--- src/rtl/autoref_pkg.sv ---
// autoref_pkg: shared width, pending limit and FSM state type for the auto-refresh path.
package autoref_pkg;
   localparam int AREF_CNT_W = 28;
   localparam int AREF_MAX_PENDING = 8;
   typedef enum logic [1:0] {IDLE, REQ, TRFC} state_t;
endpackage

--- src/rtl/autoref_scheduler_if.sv ---
// autoref_scheduler_if: config inputs and arbiter handshake of the auto-refresh scheduler.
// ref_urgent exists only when AREF_URGENT_EN is defined.
interface autoref_scheduler_if #(
   parameter int CNT_W = autoref_pkg::AREF_CNT_W,
   parameter int PEND_W = 4
);
   logic aref_en;
   logic [CNT_W-1:0] aref_interval;
   logic [CNT_W-1:0] trfc;
   logic ref_grant;
   logic ref_req;
   logic ref_busy;
   logic ref_issued;
   logic [PEND_W-1:0] pending_cnt;
   logic ref_overflow;
`ifdef AREF_URGENT_EN
   logic ref_urgent;
`endif
   modport master (
      input aref_en, aref_interval, trfc, ref_grant,
      output ref_req, ref_busy, ref_issued, pending_cnt, ref_overflow
`ifdef AREF_URGENT_EN
      , output ref_urgent
`endif
   );
   modport slave (
      output aref_en, aref_interval, trfc, ref_grant,
      input ref_req, ref_busy, ref_issued, pending_cnt, ref_overflow
`ifdef AREF_URGENT_EN
      , input ref_urgent
`endif
   );
endinterface

--- src/rtl/autoref_interval_timer.sv ---
// autoref_interval_timer: free-running interval counter producing one-cycle refresh ticks.
module autoref_interval_timer #(
   parameter int CNT_W = autoref_pkg::AREF_CNT_W
) (
   input  logic             clk,
   input  logic             rst,
   input  logic             aref_en,
   input  logic [CNT_W-1:0] aref_interval,
   output logic             tick
);
   logic [CNT_W-1:0] cnt;
   logic [CNT_W-1:0] lim;
   // >= rather than == so a shrunk interval ticks at once instead of wrapping
   assign lim = (aref_interval == '0) ? '0 : aref_interval - CNT_W'(1);
   assign tick = aref_en && (cnt >= lim);
   always_ff @(posedge clk or posedge rst)
      if (rst) cnt <= '0;
      else cnt <= (!aref_en || tick) ? '0 : cnt + CNT_W'(1);
endmodule

--- src/rtl/autoref_scheduler.sv ---
// autoref_scheduler: counts postponed refreshes, requests REF slots and blocks the arbiter for tRFC.
// Define AREF_URGENT_EN to add the ref_urgent output.
module autoref_scheduler import autoref_pkg::*; #(
   parameter int CNT_W = AREF_CNT_W,
   parameter int MAX_PENDING = AREF_MAX_PENDING,
   parameter int PEND_W = 4,
   parameter int URGENT_THRESH = 6
) (
   input logic clk,
   input logic rst,
   autoref_scheduler_if.master bus
);
   localparam logic [PEND_W-1:0] PMAX = PEND_W'(MAX_PENDING);
   if (PEND_W < $clog2(MAX_PENDING + 1) || URGENT_THRESH > MAX_PENDING) begin : g_bad_params
      $error("autoref_scheduler: inconsistent pending parameters");
   end
   state_t state, state_nxt;
   logic tick, grant_acc, issued, ovf, ovf_nxt;
   logic [PEND_W-1:0] pend, pend_nxt;
   logic [CNT_W-1:0] rfc_cnt, rfc_nxt;
   autoref_interval_timer #(.CNT_W(CNT_W)) u_timer (
      .clk(clk),
      .rst(rst),
      .aref_en(bus.aref_en),
      .aref_interval(bus.aref_interval),
      .tick(tick)
   );
   assign grant_acc = (state == REQ) && bus.ref_grant;
   // a tick and a grant together cancel; a tick at the limit is lost and flagged
   always_comb begin
      pend_nxt = pend;
      ovf_nxt = ovf;
      if (!bus.aref_en) pend_nxt = '0;
      else if (tick && !grant_acc) begin
         if (pend == PMAX) ovf_nxt = 1'b1;
         else pend_nxt = pend + 1'b1;
      end else if (grant_acc && !tick) pend_nxt = pend - 1'b1;
   end
   always_comb begin
      state_nxt = state;
      rfc_nxt = rfc_cnt;
      case (state)
         IDLE: if (bus.aref_en && pend != '0) state_nxt = REQ;
         REQ:
            if (bus.ref_grant) begin
               state_nxt = TRFC;
               rfc_nxt = (bus.trfc == '0) ? CNT_W'(1) : bus.trfc;
            end else if (!bus.aref_en) state_nxt = IDLE;
         TRFC:
            if (rfc_cnt <= CNT_W'(1)) state_nxt = (bus.aref_en && pend_nxt != '0) ? REQ : IDLE;
            else rfc_nxt = rfc_cnt - CNT_W'(1);
         default: state_nxt = IDLE;
      endcase
   end
   always_ff @(posedge clk or posedge rst)
      if (rst) begin
         state <= IDLE;
         rfc_cnt <= '0;
         pend <= '0;
         ovf <= 1'b0;
         issued <= 1'b0;
      end else begin
         state <= state_nxt;
         rfc_cnt <= rfc_nxt;
         pend <= pend_nxt;
         ovf <= ovf_nxt;
         issued <= grant_acc;
      end
   assign bus.ref_req = (state == REQ);
   assign bus.ref_busy = (state == TRFC);
   assign bus.ref_issued = issued;
   assign bus.pending_cnt = pend;
   assign bus.ref_overflow = ovf;
`ifdef AREF_URGENT_EN
   logic urgent;
   always_ff @(posedge clk or posedge rst)
      if (rst) urgent <= 1'b0;
      else urgent <= (pend_nxt >= PEND_W'(URGENT_THRESH));
   assign bus.ref_urgent = urgent;
`endif
endmodule

--- src/flat_wrapper.sv ---
// flat-port wrapper written by rule: the top's interface ports become plain ports
module autoref_scheduler_flat import autoref_pkg::*;
#(
   parameter int CNT_W = AREF_CNT_W,
   parameter int MAX_PENDING = AREF_MAX_PENDING,
   parameter int PEND_W = 4,
   parameter int URGENT_THRESH = 6
)
  (clk, rst, bus_aref_en, bus_aref_interval, bus_trfc, bus_ref_grant, bus_ref_req, bus_ref_busy, bus_ref_issued, bus_pending_cnt, bus_ref_overflow);
  autoref_scheduler_if #(.CNT_W(CNT_W), .PEND_W(PEND_W)) bus_i ();
  input logic clk;
  input logic rst;
  input wire logic [$bits(bus_i.aref_en)-1:0] bus_aref_en;
  input wire logic [$bits(bus_i.aref_interval)-1:0] bus_aref_interval;
  input wire logic [$bits(bus_i.trfc)-1:0] bus_trfc;
  input wire logic [$bits(bus_i.ref_grant)-1:0] bus_ref_grant;
  output wire logic [$bits(bus_i.ref_req)-1:0] bus_ref_req;
  output wire logic [$bits(bus_i.ref_busy)-1:0] bus_ref_busy;
  output wire logic [$bits(bus_i.ref_issued)-1:0] bus_ref_issued;
  output wire logic [$bits(bus_i.pending_cnt)-1:0] bus_pending_cnt;
  output wire logic [$bits(bus_i.ref_overflow)-1:0] bus_ref_overflow;
  assign bus_i.aref_en = bus_aref_en;
  assign bus_i.aref_interval = bus_aref_interval;
  assign bus_i.trfc = bus_trfc;
  assign bus_i.ref_grant = bus_ref_grant;
  assign bus_ref_req = bus_i.ref_req;
  assign bus_ref_busy = bus_i.ref_busy;
  assign bus_ref_issued = bus_i.ref_issued;
  assign bus_pending_cnt = bus_i.pending_cnt;
  assign bus_ref_overflow = bus_i.ref_overflow;
  autoref_scheduler #(.CNT_W(CNT_W), .MAX_PENDING(MAX_PENDING), .PEND_W(PEND_W), .URGENT_THRESH(URGENT_THRESH)) u_core (.clk(clk), .rst(rst), .bus(bus_i));
endmodule
--- config.mk ---
export PLATFORM = sky130hd
export DESIGN_NAME = autoref_scheduler_flat
export DESIGN_NICKNAME = d
export VERILOG_FILES = /design/src/rtl/autoref_pkg.sv /design/src/rtl/autoref_scheduler_if.sv /design/src/rtl/autoref_interval_timer.sv /design/src/rtl/autoref_scheduler.sv /design/src/flat_wrapper.sv
export SDC_FILE = /design/constraint.sdc
export NUM_CORES = 1
export LEC_CHECK = 0
export ABC_AREA = 1
export BUFFER_PORTS_ARGS = -buffer_cell sky130_fd_sc_hd__buf_2
export CAP_MARGIN = 20
export CORE_AREA = 2 2 123 89
export DETAILED_ROUTE_END_ITERATION = 7
export DIE_AREA = 0 0 125 91
export PLACE_DENSITY_LB_ADDON = 0.2
export SETUP_SLACK_MARGIN = 0.3
export SLEW_MARGIN = 5
export SYNTH_ARGS = -nofsm -noshare
export SYNTH_HDL_FRONTEND = slang
export SYNTH_SLANG_ARGS = --single-unit
--- constraint.sdc ---
create_clock -name clk -period 2.1 [get_ports clk]
set_input_delay 0.21 -clock clk [delete_from_list [all_inputs] [get_ports clk]]
set_output_delay 0.21 -clock clk [all_outputs]
set_load 0.02 [all_outputs]
==> run_results.csv <==
group,metric,value,unit
outcome,status,"complete, but fails checks",
outcome,violations,"setup timing",
critical_path,crit_fanout,6,
synthesis,muxShareOfSynthArea,0,
synthesis,synth_cell_types,52,
timing,hold_ws,111,ps
critical_path,slowest_delay,220,ps
finish,diodes,0,
place,numPortBuffers,67,
min_path,hold_depth,3,
place,dp_cells,1093,
detailed_routing,drt.antenna.violating_nets,0,
floorplan,coreArea,10200,µm²
grt,overflow,0,
synthesis,post_synth_fa_ha_maj_area_fraction,0.0900,
floorplan,die-area,11400,µm²
critical_path,ff2ff_path_depth,16,
pwr,power_density,1070,nW/µm²
clock_tree,insertion_delay,360,ps
synthesis,synth.area.top_cells,"dfrtp_1 30%, nand2_1 12%, ha_1 9.0%, nor2_1 6.9%, inv_1 6.9%",
critical_path,start_kind,"input port",
grt,grt_start_max_net_pins,65,
timing,final_hold_viol_count,0,
timing,period_share,1.87,
finish,drive_above_1_share,0.457,
clock_tree,clk_pin_slew_worst_paths,50,ps
critical_path,r2r-start,"u_core.u_timer.cnt[2]$_DFF_PP0_",
finish,post-route-util,0.866,
pwr,p_leak,4.39,nW
critical_path,regToRegSetupSlack,-680,ps
timing,maxSlewViolCount,0,
synthesis,synth_seq_cells,64,
timing,fmax,254,MHz
synthesis,synth_top_family_by_area,"simple AND/OR/NAND/NOR gates",
synthesis,syn_nets,878,
critical_path,rr_endpoint,"u_core.u_timer.cnt[27]$_DFF_PP0_",
synthesis,synth-xor-area-share,0.0501,
critical_path,arrival,4170,ps
clock_tree,cts_tree,"yes",
synthesis,synth_top_area_share,0.295,
synthesis,synthArstFlopShare,1.00,
synthesis,synth_compound_area_frac,0.138,
detailed_routing,vias_per_cell,6.53,
place,dp_hpwl,11.9,mm
synthesis,avgSynthCellArea,6.96,µm²
detailed_routing,vias,7678,
detailed_routing,remaining_drc_errors,0,
finish,nNetsFinal,1139,
min_path,hold_path_end,"u_core.rfc_cnt[7]$_DFFE_PP0P_",
timing,slew-limit-headroom,0.542,
pwr,ir_worst_vdd,0.795,mV
timing,skew,18.0,ps
floorplan,die-height,91,µm
finish,fin_cells,1176,
grt,grt_pass1_wl,32.4,mm
timing,tightest_slew,682,ps
floorplan,ios,68,
critical_path,crit_family,"simple AND/OR/NAND/NOR gates",
clock_tree,numCtsBuffers,9,
synthesis,synth_simple_gate_area_share,0.342,
floorplan,die_w,125,µm
timing,finalSetupViolations,62,
critical_path,crit_slowest_cell,"ha_4",
critical_path,critPathKind,"input port to register",
synthesis,ys_warn_count,0,
clock_tree,clock-root-buffer,"clkbuf_16",
critical_path,critPathRequiredTime,2340,ps
place,gp_congestion,0.930,
min_path,hp-start,"bus_trfc[7]",
timing,rsz0062_at_grt,"yes",
finish,syn2layout_area_growth,62.3,%
grt,antenna_found_initial,0,
detailed_routing,wirelength,26.4,mm
clock_tree,h-tree-depth,3,
place,place_ws,-1600,ps
timing,min_period,3930,ps
detailed_routing,post_drt_wl_per_cell,22.5,µm
floorplan,start_util,0.534,
critical_path,cp_num_buf_inv,7,
run,max-cap-violations,0,
floorplan,num_rows,31,
critical_path,end_kind,"register",
critical_path,crit_top_cell,"nand2_1",
grt,grt_pass1_vias,6615,
clock_tree,clkSinkCount,64,
detailed_routing,drt_iter0_drc,1183,
synthesis,synth_ff_type,"dfrtp_1",
clock_tree,clk_path_buf_depth,2,
synthesis,synth_cells,779,
synthesis,synth_top_area_cell,"dfrtp_1",
synthesis,ys_seq_area_frac,0.295,
min_path,hold_class,"input port to register",
synthesis,netlist_area,5420,µm²
detailed_routing,firstDrtPassIters,6,
grt,track_usage,0.353,
timing,setup_slack,-1830,ps
synthesis,synth_edf_count,0,
==> cells in the final DEF (no fill, tap or decap), types with 5 or more instances in the layout <==
| cell | synthesis | layout |
|---|---|---|
| inv_1 | 99 | 87 |
| xor2_1 | 24 | 24 |
| buf_6 | 0 | 25 |
| nor2_2 | 8 | 16 |
| nor3_1 | 16 | 9 |
| nand2_1 | 170 | 138 |
| nand2_4 | 0 | 11 |
| o21ai_1 | 6 | 21 |
| nor4_1 | 11 | 10 |
| a21oi_1 | 36 | 23 |
| o21ai_2 | 0 | 17 |
| nand3_2 | 6 | 17 |
| o21ai_0 | 50 | 16 |
| nand3_1 | 41 | 26 |
| o21a_1 | 5 | 5 |
| o211ai_1 | 6 | 6 |
| ha_4 | 0 | 5 |
| a21oi_2 | 1 | 10 |
| buf_12 | 0 | 7 |
| clkbuf_16 | 0 | 9 |
| xnor2_1 | 7 | 7 |
| a21o_1 | 5 | 5 |
| nand4_1 | 12 | 12 |
| nor3_2 | 3 | 8 |
| inv_2 | 4 | 13 |
| buf_2 | 2 | 61 |
| buf_4 | 1 | 163 |
| nor2_1 | 100 | 67 |
| ha_1 | 39 | 32 |
| nand2_2 | 4 | 25 |
| buf_8 | 0 | 5 |
| nor2_4 | 9 | 34 |
| dfrtp_1 | 64 | 62 |
==> cell families (layout without fill, tap and decap cells) <==
kind of cell / after synthesis / after routing
xor gates and xnor gates: 31 / 31
DFF: 64 / 64
and+or+nand+nor: 395 / 395
buffers and inverters: 121 / 386
AOI/OAI and AO/OA: 129 / 129
adders and majority gates: 39 / 39
==> routing by layer <==
layer	GRT usage	up-vias	wire, µm
met3	0.0790	292	3210
met1	0.453	3512	9080
li1	-	3100	-
met2	0.590	774	11600
met5	0	-	0
met4	0.127	0	2570
==> through the flow <==
step           cell area (µm²)  power (mW)  TNS (ps)
6_report                  8800        9.43    -60860
3_5_place_dp              6970        4.91    -47200
2_1_floorplan             5540        3.83    -30810
5_1_grt                   8800        9.70    -64110
3_3_place_gp              6970        4.75    -41520
4_1_cts                   8250        8.07    -25950
==> registers in the layout (all words and copies together), names as in the netlist <==
signal / flops
u_core.state: 2
u_core.u_timer.cnt: 28
u_core.rfc_cnt: 28
u_core.bus.pending_cnt: 4
u_core.bus.ref_overflow: 1
u_core.bus.ref_issued: 1
==> synthesized netlist by cell type (7+ instances only) <==
master	instances
nor3_1	16
nor4_1	11
nand4_1	12
nand2_1	170
nand3_1	41
nor2_1	100
nor2_4	9
xnor2_1	7
dfrtp_1	64
nor2_2	8
ha_1	39
inv_1	99
clkbuf_1	11
o21ai_0	50
a21oi_1	36
xor2_1	24
==> power by group <==
group | switching, mW | internal, mW | total [mW]
clock | 0.596 | 1.10 | 1.69
sequential | 0.457 | 1.58 | 2.04
combinational | 3.21 | 2.50 | 5.70
==> tightest hold or removal path, stage by stage <==
cell,delay (ps)
buf_2,90
o211ai_1,70
nand2_1,60
==> worst max-delay path by stage <==
stage	start	to	slack [ps]	cells past startpoint
floorplan	bus_aref_interval[9]	u_core.state[0]$_DFFE_PP0P_	-1100	27
global placement	bus_aref_interval[9]	u_core.state[0]$_DFFE_PP0P_	-1390	28
detailed placement	bus_aref_interval[3]	u_core.state[0]$_DFFE_PP0P_	-1600	27
CTS	bus_aref_interval[2]	u_core.state[0]$_DFFE_PP0P_	-990	27
global route	bus_aref_interval[11]	u_core.state[0]$_DFFE_PP0P_	-1890	31
finish	bus_aref_interval[11]	u_core.state[0]$_DFFE_PP0P_	-1830	31
==> final cells by class <==
class	count	area, µm²
Sequential cell	64	1600
Clock inverter	3	65.1
Fill cell	475	1360
Tap cell	132	165
Multi-Input combinational cell	594	4170
Inverter	106	415
Timing Repair Buffer	265	2120
Clock buffer	12	256
==> what timing repair did <==
action,in CTS,in global routing
setup endpoints to repair,63,64
pin swaps,67,69
hold endpoints to repair,64,0
hold buffers,1,0
setup buffers,39,22
gates resized for setup,170,100
gates cloned,6,0
Power figures use the tool's default switching activity.
